File: src/rtl/bus_sequencer_if.sv
`default_nettype none
// ============================================================================
//  Module   : bus_sequencer_if
//  Purpose  : Request/response and external memory bus signals of the sequencer.
//  Revision : 1.0
// ============================================================================
interface bus_sequencer_if;
    logic        req;
    logic        we;
    logic [15:0] addr;
    logic [7:0]  wdata;
    logic        busy;
    logic        done;
    logic        err;
    logic [7:0]  rdata;
    logic [15:0] mem_addr;
    logic [7:0]  mem_dout;
    logic [7:0]  mem_din;
    logic        mem_rd;
    logic        mem_wr;
    logic        mem_ready;

    modport slave (
        input  req, we, addr, wdata, mem_din, mem_ready,
        output busy, done, err, rdata, mem_addr, mem_dout, mem_rd, mem_wr
    );

    modport master (
        output req, we, addr, wdata, mem_din, mem_ready,
        input  busy, done, err, rdata, mem_addr, mem_dout, mem_rd, mem_wr
    );
endinterface
`default_nettype wire

File: src/rtl/bus_sequencer.sv
`default_nettype none
// ============================================================================
//  Module   : bus_sequencer
//  Purpose  : Runs one strobed byte cycle on the external memory bus per request,
//             with programmable wait states, ready handshake and timeout abort.
//  Revision : 1.0
// ============================================================================
module bus_sequencer #(
    parameter int WAIT_STATES = 1,
    parameter int TIMEOUT     = 255
) (
    input  wire logic        clk_i,
    input  wire logic        rst_i,
    bus_sequencer_if.slave   bus
);

    localparam logic [3:0] c_wait_init = 4'(WAIT_STATES);
    localparam logic [7:0] c_timeout   = 8'(TIMEOUT);

    typedef enum logic [1:0] {
        S_IDLE   = 2'd0,
        S_SETUP  = 2'd1,
        S_ACCESS = 2'd2,
        S_END    = 2'd3
    } state_t;

    state_t      state_q, state_d;
    logic        we_q, we_d;
    logic [3:0]  wait_cnt_q, wait_cnt_d;
    logic [7:0]  to_cnt_q, to_cnt_d;
    logic [15:0] mem_addr_q, mem_addr_d;
    logic [7:0]  mem_dout_q, mem_dout_d;
    logic [7:0]  rdata_q, rdata_d;
    logic        mem_rd_q, mem_rd_d;
    logic        mem_wr_q, mem_wr_d;
    logic        done_q, done_d;
    logic        err_q, err_d;

    always_ff @(posedge clk_i or posedge rst_i) begin
        if (rst_i) begin
            state_q    <= S_IDLE;
            we_q       <= 1'b0;
            wait_cnt_q <= 4'd0;
            to_cnt_q   <= 8'd0;
            mem_addr_q <= 16'd0;
            mem_dout_q <= 8'd0;
            rdata_q    <= 8'd0;
            mem_rd_q   <= 1'b0;
            mem_wr_q   <= 1'b0;
            done_q     <= 1'b0;
            err_q      <= 1'b0;
        end else begin
            state_q    <= state_d;
            we_q       <= we_d;
            wait_cnt_q <= wait_cnt_d;
            to_cnt_q   <= to_cnt_d;
            mem_addr_q <= mem_addr_d;
            mem_dout_q <= mem_dout_d;
            rdata_q    <= rdata_d;
            mem_rd_q   <= mem_rd_d;
            mem_wr_q   <= mem_wr_d;
            done_q     <= done_d;
            err_q      <= err_d;
        end
    end

    // Strobes and done are registered so they change only on clock edges.
    always_comb begin
        state_d    = state_q;
        we_d       = we_q;
        wait_cnt_d = wait_cnt_q;
        to_cnt_d   = to_cnt_q;
        mem_addr_d = mem_addr_q;
        mem_dout_d = mem_dout_q;
        rdata_d    = rdata_q;
        mem_rd_d   = 1'b0;
        mem_wr_d   = 1'b0;
        done_d     = 1'b0;
        err_d      = err_q;

        case (state_q)
            S_IDLE: begin
                if (bus.req) begin
                    mem_addr_d = bus.addr;
                    mem_dout_d = bus.wdata;
                    we_d       = bus.we;
                    wait_cnt_d = c_wait_init;
                    to_cnt_d   = 8'd0;
                    state_d    = S_SETUP;
                end
            end
            S_SETUP: begin
                mem_rd_d = ~we_q;
                mem_wr_d = we_q;
                state_d  = S_ACCESS;
            end
            S_ACCESS: begin
                mem_rd_d = mem_rd_q;
                mem_wr_d = mem_wr_q;
                if (wait_cnt_q != 4'd0) begin
                    wait_cnt_d = wait_cnt_q - 4'd1;
                end else if (bus.mem_ready) begin
                    mem_rd_d = 1'b0;
                    mem_wr_d = 1'b0;
                    done_d   = 1'b1;
                    err_d    = 1'b0;
                    if (!we_q) begin
                        rdata_d = bus.mem_din;
                    end
                    state_d = S_END;
                end else if (to_cnt_q >= c_timeout) begin
                    mem_rd_d = 1'b0;
                    mem_wr_d = 1'b0;
                    done_d   = 1'b1;
                    err_d    = 1'b1;
                    if (!we_q) begin
                        rdata_d = 8'hFF;
                    end
                    state_d = S_END;
                end else begin
                    to_cnt_d = to_cnt_q + 8'd1;
                end
            end
            S_END: begin
                to_cnt_d = 8'd0;
                state_d  = S_IDLE;
            end
            default: begin
                state_d = S_IDLE;
            end
        endcase
    end

    assign bus.busy     = (state_q != S_IDLE);
    assign bus.done     = done_q;
    assign bus.err      = err_q;
    assign bus.rdata    = rdata_q;
    assign bus.mem_addr = mem_addr_q;
    assign bus.mem_dout = mem_dout_q;
    assign bus.mem_rd   = mem_rd_q;
    assign bus.mem_wr   = mem_wr_q;

endmodule
`default_nettype wire
File: src/flat_wrapper.sv
// flat-port wrapper written by rule: the top's interface ports become plain ports
module bus_sequencer_flat 
#(
    parameter int WAIT_STATES = 1,
    parameter int TIMEOUT     = 255
)
  (clk_i, rst_i, bus_req, bus_we, bus_addr, bus_wdata, bus_mem_din, bus_mem_ready, bus_busy, bus_done, bus_err, bus_rdata, bus_mem_addr, bus_mem_dout, bus_mem_rd, bus_mem_wr);
  bus_sequencer_if bus_i ();
  input  wire logic clk_i;
  input  wire logic rst_i;
  input wire logic [$bits(bus_i.req)-1:0] bus_req;
  input wire logic [$bits(bus_i.we)-1:0] bus_we;
  input wire logic [$bits(bus_i.addr)-1:0] bus_addr;
  input wire logic [$bits(bus_i.wdata)-1:0] bus_wdata;
  input wire logic [$bits(bus_i.mem_din)-1:0] bus_mem_din;
  input wire logic [$bits(bus_i.mem_ready)-1:0] bus_mem_ready;
  output wire logic [$bits(bus_i.busy)-1:0] bus_busy;
  output wire logic [$bits(bus_i.done)-1:0] bus_done;
  output wire logic [$bits(bus_i.err)-1:0] bus_err;
  output wire logic [$bits(bus_i.rdata)-1:0] bus_rdata;
  output wire logic [$bits(bus_i.mem_addr)-1:0] bus_mem_addr;
  output wire logic [$bits(bus_i.mem_dout)-1:0] bus_mem_dout;
  output wire logic [$bits(bus_i.mem_rd)-1:0] bus_mem_rd;
  output wire logic [$bits(bus_i.mem_wr)-1:0] bus_mem_wr;
  assign bus_i.req = bus_req;
  assign bus_i.we = bus_we;
  assign bus_i.addr = bus_addr;
  assign bus_i.wdata = bus_wdata;
  assign bus_i.mem_din = bus_mem_din;
  assign bus_i.mem_ready = bus_mem_ready;
  assign bus_busy = bus_i.busy;
  assign bus_done = bus_i.done;
  assign bus_err = bus_i.err;
  assign bus_rdata = bus_i.rdata;
  assign bus_mem_addr = bus_i.mem_addr;
  assign bus_mem_dout = bus_i.mem_dout;
  assign bus_mem_rd = bus_i.mem_rd;
  assign bus_mem_wr = bus_i.mem_wr;
  bus_sequencer #(.WAIT_STATES(WAIT_STATES), .TIMEOUT(TIMEOUT)) u_core (.clk_i(clk_i), .rst_i(rst_i), .bus(bus_i));
endmodule
File: config.mk
export PLATFORM = sky130hd
export DESIGN_NAME = bus_sequencer_flat
export DESIGN_NICKNAME = d
export VERILOG_FILES = /design/src/rtl/bus_sequencer_if.sv /design/src/rtl/bus_sequencer.sv /design/src/flat_wrapper.sv
export SDC_FILE = /design/constraint.sdc
export NUM_CORES = 1
export LEC_CHECK = 0
export ABC_AREA = 1
export BUFFER_PORTS_ARGS = -buffer_cell sky130_fd_sc_hd__buf_2
export CORE_MARGIN = 2
export CORE_UTILIZATION = 51
export DETAILED_ROUTE_END_ITERATION = 6
export PLACE_DENSITY = 0.8
export SLEW_MARGIN = 0
export SYNTH_ARGS = -nofsm -noshare
export SYNTH_HDL_FRONTEND = slang
export SYNTH_SLANG_ARGS = --single-unit
File: constraint.sdc
create_clock -name clk_i -period 2.05 [get_ports clk_i]
set_clock_uncertainty 0.1 [all_clocks]
set_input_delay 0.41 -clock clk_i [delete_from_list [all_inputs] [get_ports clk_i]]
set_output_delay 0.41 -clock clk_i [all_outputs]
set_load 0.02 [all_outputs]
Word level (Yosys, flattened, before mapping)
Cells that the tools add are included.
{ "op_classes": {"shift": 0, "bitwise_logic": 2, "reduce_logical": 13, "multipliers": 0, "eq_ne": 9, "n_lt_le_gt_ge": 1, "div_mod_pow": 0, "muxes": 28, "add_sub_neg": 2} }
{ "ops": {"columns": ["cell", "count"], "rows": [
  ["two-way mux 8 bit", 8],
  ["case mux 8 bit (3 select lines)", 1],
  ["two-way mux 1 bit", 9],
  ["AND reduction 3 bit", 3],
  ["adder 8 x 1 -> 8 bit, second input constant", 1],
  ["greater-or-equal comparator 8 bit, second input constant", 1],
  ["two-way mux 2 bit", 4],
  ["two-way mux 4 bit", 2],
  ["inequality test 2 bit, second input constant", 4],
  ["case mux 2 bit (4 select lines)", 1],
  ["case mux 4 bit (2 select lines)", 1],
  ["nonzero test 2 bit", 3],
  ["AND reduction 5 bit", 1],
  ["equality test 2 bit, second input constant", 2],
  ["case mux 1 bit (2 select lines)", 2],
  ["AND reduction 2 bit", 2],
  ["AND reduction 4 bit", 1],
  ["nonzero test 4 bit", 1],
  ["subtractor 4 x 1 -> 4 bit, second input constant", 1],
  ["inequality test 3 x 2 -> 1 bit, second input constant", 1],
  ["nonzero test 3 bit", 1],
  ["equality test 2 x 1 -> 1 bit, second input constant", 1],
  ["logical NOT 2 bit", 1],
  ["inequality test 2 x 1 -> 1 bit, second input constant", 1],
  ["NOT 1 bit", 2]
]} }
{ "totals": {"romBits": 0, "mem_bits_rw": 0, "inputBits": 37, "out_inout_bits": 37, "wordCells": 66, "ff_bits": 51, "mem_count": 0, "latchBits": 0} }

Logic depth before layout (Yosys ltp)
{ "depth": {"word_depth": 5, "mapped_depth": 10, "depth_no_buf": 10} }

Worst setup path after synthesis
No wires, ideal clock.
{ "synth_timing": {"kind": "register -> register", "startpoint": "reg u_core.state_q[0]", "endpoint": "reg u_core.mem_addr_q[10], in the netlist u_core.bus.mem_addr[10]", "period_less_slack_ns": 1.662, "t_arrival_ns": 1.437, "required_time_ns": 1.825, "stages_incl_launch_ff": 6, "setup_ns": 0.125, "n_path_buf": 1, "setup_slack_ns": 0.388, "cell_sequence": "dfrtp_1 -> inv_1 -> ha_1 -> nand2_1 -> buf_2 -> mux2_2"} }
{ "synth_between": {"elab_chain_cells": 2} }
{ "synth_lines": {"columns": ["item", "line_no", "source"], "rows": [
  ["start, declared", "bus_sequencer.sv:27", "state_t state_q, state_d;"],
  ["start signal, assigned", "bus_sequencer.sv:53", "state_q <= state_d;"],
  ["logical NOT 2 bit", "bus_sequencer.sv:81", "case (state_q)"],
  ["AND reduction 2 bit (no source line)", null, null],
  ["end signal, assigned", "bus_sequencer.sv:57", "mem_addr_q <= mem_addr_d;"],
  ["end, declared", "bus_sequencer.sv:31", "logic [15:0] mem_addr_q, mem_addr_d;"]
]} }
No other way between the ends.
A chain may end at the register's enable or synchronous reset.

Worst setup path in the final report
{ "layout_timing": {"startpoint": "reg u_core.state_q[0]", "endpoint": "out bus_busy"} }
{ "layout_between": {"elab_chain_cells": 1} }
{ "layout_lines": {"columns": ["item", "line_no", "source"], "rows": [
  ["nonzero test 2 bit", "bus_sequencer.sv:134", "assign bus.busy = (state_q != S_IDLE);"],
  ["end, declared", "flat_wrapper.sv:17", "output wire logic [$bits(bus_i.busy)-1:0] bus_busy;"]
]} }
No other way between the ends.

==> flow_summary.json <==
{
  "status": "completed",
  "syn_area_sq_um": 2400,
  "irDropWorstVdd_mv": 0.916,
  "cts_buffers": 5,
  "start_util_pct": 54.1,
  "cts_tree": "yes",
  "grt_usage_pct": 18.7,
  "antenna_found_initial": 0,
  "synth_largest_area_cell": "dfrtp_1",
  "netlist_instances": 245,
  "antenna_left": 0,
  "cp-start-kind": "register",
  "vias_per_cell": 4.89,
  "cts_root_buf": "clkbuf_8",
  "clk_latency_ps": 310,
  "reg2regPathDepth": 8,
  "synth_edf_count": 0,
  "synth.most_common_cell": "nand2_1",
  "syn_nets": 290,
  "r2r_start": "u_core.state_q[0]",
  "setup-violations-final": 0,
  "die_height_um": 72.7,
  "ys_top_cells_by_area": "dfrtp_1, mux2_2, nand2_1, ha_1, nor2_1",
  "drc_errors": 0,
  "first_global_vias": 1823,
  "fillCellCount": 354,
  "maxSlewViolCount": 0,
  "cp_data_required_time_ps": 1540,
  "powerDensity_nw_per_um2": 1500,
  "maxCapViolations": 0,
  "ys_top_cells_by_count": "nand2_1, dfrtp_1, nor2_1, mux2_2, inv_1",
  "rsz0062_at_grt": "no",
  "gp_congestion": 0.862,
  "cts_setup_buffers": 0,
  "synthArstFlopShare_pct": 100,
  "clkTransAtPathRegs_ps": 100,
  "crit_type": "register to output port",
  "die-area_sq_um": 5280,
  "period_needed_ps": 1810,
  "drtIter0Drc": 91,
  "hold_path_class": "input port to asynchronous set/reset pin",
  "p_total_mw": 4.42,
  "tightest_slew_ps": 475,
  "ys.flop_type": "dfrtp_1",
  "ys_seq_elements": 51,
  "tns_ps": 0,
  "area_delta_synth_final_pct": 22.8,
  "endpoint_kind": "output port",
  "synth_cell_type_count": 23,
  "cts_hold_buffers": 0,
  "drive_above_1_share_pct": 40.6,
  "r2r_setup_slack_ps": 270,
  "rows": 24,
  "reg2reg_to": "u_core.to_cnt_q[6]",
  "yosys_warnings": 0,
  "syn_avg_cell_area_sq_um": 9.81,
  "ios": 74,
  "critPathMaxFanout": 4,
  "core_sq_um": 4440,
  "grt_pass1_wl_um": 7670,
  "cts_resized": 0,
  "clk_path_buf_depth": 2,
  "grt.overflow.total": 0,
  "avgRoutedWirePerCell_um": 12.1,
  "crit_arrival_ps": 1300,
  "ys_seq_area_share_pct": 53.1,
  "clock_sinks": 51,
  "die_w_um": 72.7,
  "n_antenna_cell": 0,
  "routed_wl_um": 4570,
  "via_count": 1843,
  "power.leakage_nw": 1.53,
  "drtPass1Iterations": 4,
  "period_share_pct": 88.2,
  "nNetsFinal": 369,
  "yosysTopAreaCellShare_pct": 53.1,
  "slew_headroom_pct": 68.3,
  "max_clock_freq_mhz": 553,
  "io_buffers": 73,
  "grt_max_degree": 30,
  "hold_viol": 0,
  "hpwl_um": 3520,
  "htree_levels": 2
}
area by class of cell:
class                      instances  area [sq um]  share of cell area (%)
clock buffer                       5          68.8                    2.33
clock inverter                     3          27.5                   0.933
inverter                          20          75.1                    2.54
multi-input combinational        170          1030                    34.8
sequential                        51          1280                    43.2
tap                               52          65.1                    2.20
timing repair buffer              76           413                    14.0
layer usage:
metal	up-vias	share of wire, %	GRT usage [%]
met5	-	0	0
met4	0	1.2	4.94
met3	6	6.5	5.80
met2	53	49	31.4
met1	843	44	23.5
li1	941	-	-
where the power goes:
group          total (mW)  switching [mW]  internal [mW]  leakage, nW
clock network       0.616           0.362          0.253       0.0467
registers            1.66           0.232           1.43        0.636
logic                2.14            1.31          0.830        0.852
total                4.42            1.90           2.51         1.53
worst max path at each step:
stage / startpoint / to / slack (ps) / cells past startpoint
after floorplan: rst_i / u_core.bus.done / 310 / 1
after detailed placement: u_core.state_q[0] / u_core.to_cnt_q[6] / 290 / 8
after global routing: u_core.state_q[0] / u_core.to_cnt_q[5] / 120 / 8
after CTS: u_core.state_q[0] / bus_busy / 220 / 4
after global placement: u_core.state_q[0] / u_core.to_cnt_q[2] / 370 / 6
final: u_core.state_q[0] / bus_busy / 240 / 4
kinds of logic (layout without fill, tap and decap cells):
logic type	count (synthesis)	count (layout)	share of synthesized area, %
buffers and inverters	24	104	4.22
AO/OA/AOI/OAI	21	21	5.88
adder cells (fa/ha/maj)	8	8	4.16
XOR/XNOR	1	1	0.364
AND/OR/NAND/NOR	116	116	21.0
flip-flops	51	51	53.1
multiplexers	24	24	11.2
sequential cells by signal, indices dropped and copies added (netlist names):
register             flops
u_core.we_q              1
u_core.state_q           2
u_core.to_cnt_q          8
u_core.bus.mem_rd        1
u_core.bus.mem_dout      8
u_core.bus.rdata         8
u_core.bus.mem_addr     16
u_core.wait_cnt_q        4
u_core.bus.mem_wr        1
u_core.bus.err           1
u_core.bus.done          1
metrics by stage:
| step | area, sq um | hold slack (ps) | utilization [%] | cells | setup slack, ps |
|---|---|---|---|---|---|
| 2_1_floorplan | 2400 | 358 | - | 245 | 310 |
| 3_3_place_gp | 2860 | 355 | 64.2 | 369 | 371 |
| 3_5_place_dp | 2860 | 359 | 64.2 | 369 | 293 |
| 4_1_cts | 2950 | 12.2 | 66.4 | 377 | 222 |
| 5_1_grt | 2950 | 31.2 | 66.4 | 377 | 119 |
| 6_report | 2950 | 3.25 | 66.4 | 377 | 242 |
worst max-delay path: stages (launching register included):
cell and delay, ps:
dfrtp_1 420, inv_1 100, ha_1 230, inv_1 70, buf_2 160
layout by cell type, fill, tap and decap left out, drive strengths merged:
cell type / synthesis / routed
a21oi: 3 / 3
buf: 4 / 76
clkbuf: 0 / 5
clkinvlp: 0 / 1
dfrtp: 51 / 51
ha: 8 / 8
inv: 20 / 22
mux2: 24 / 24
nand2: 71 / 71
nand3: 15 / 15
nand4: 2 / 2
nor2: 27 / 27
nor3b: 1 / 1
o21ai: 15 / 15
o21bai: 2 / 2
o22ai: 1 / 1
xor2: 1 / 1
Note: power is estimated with default switching activity, not from simulation.
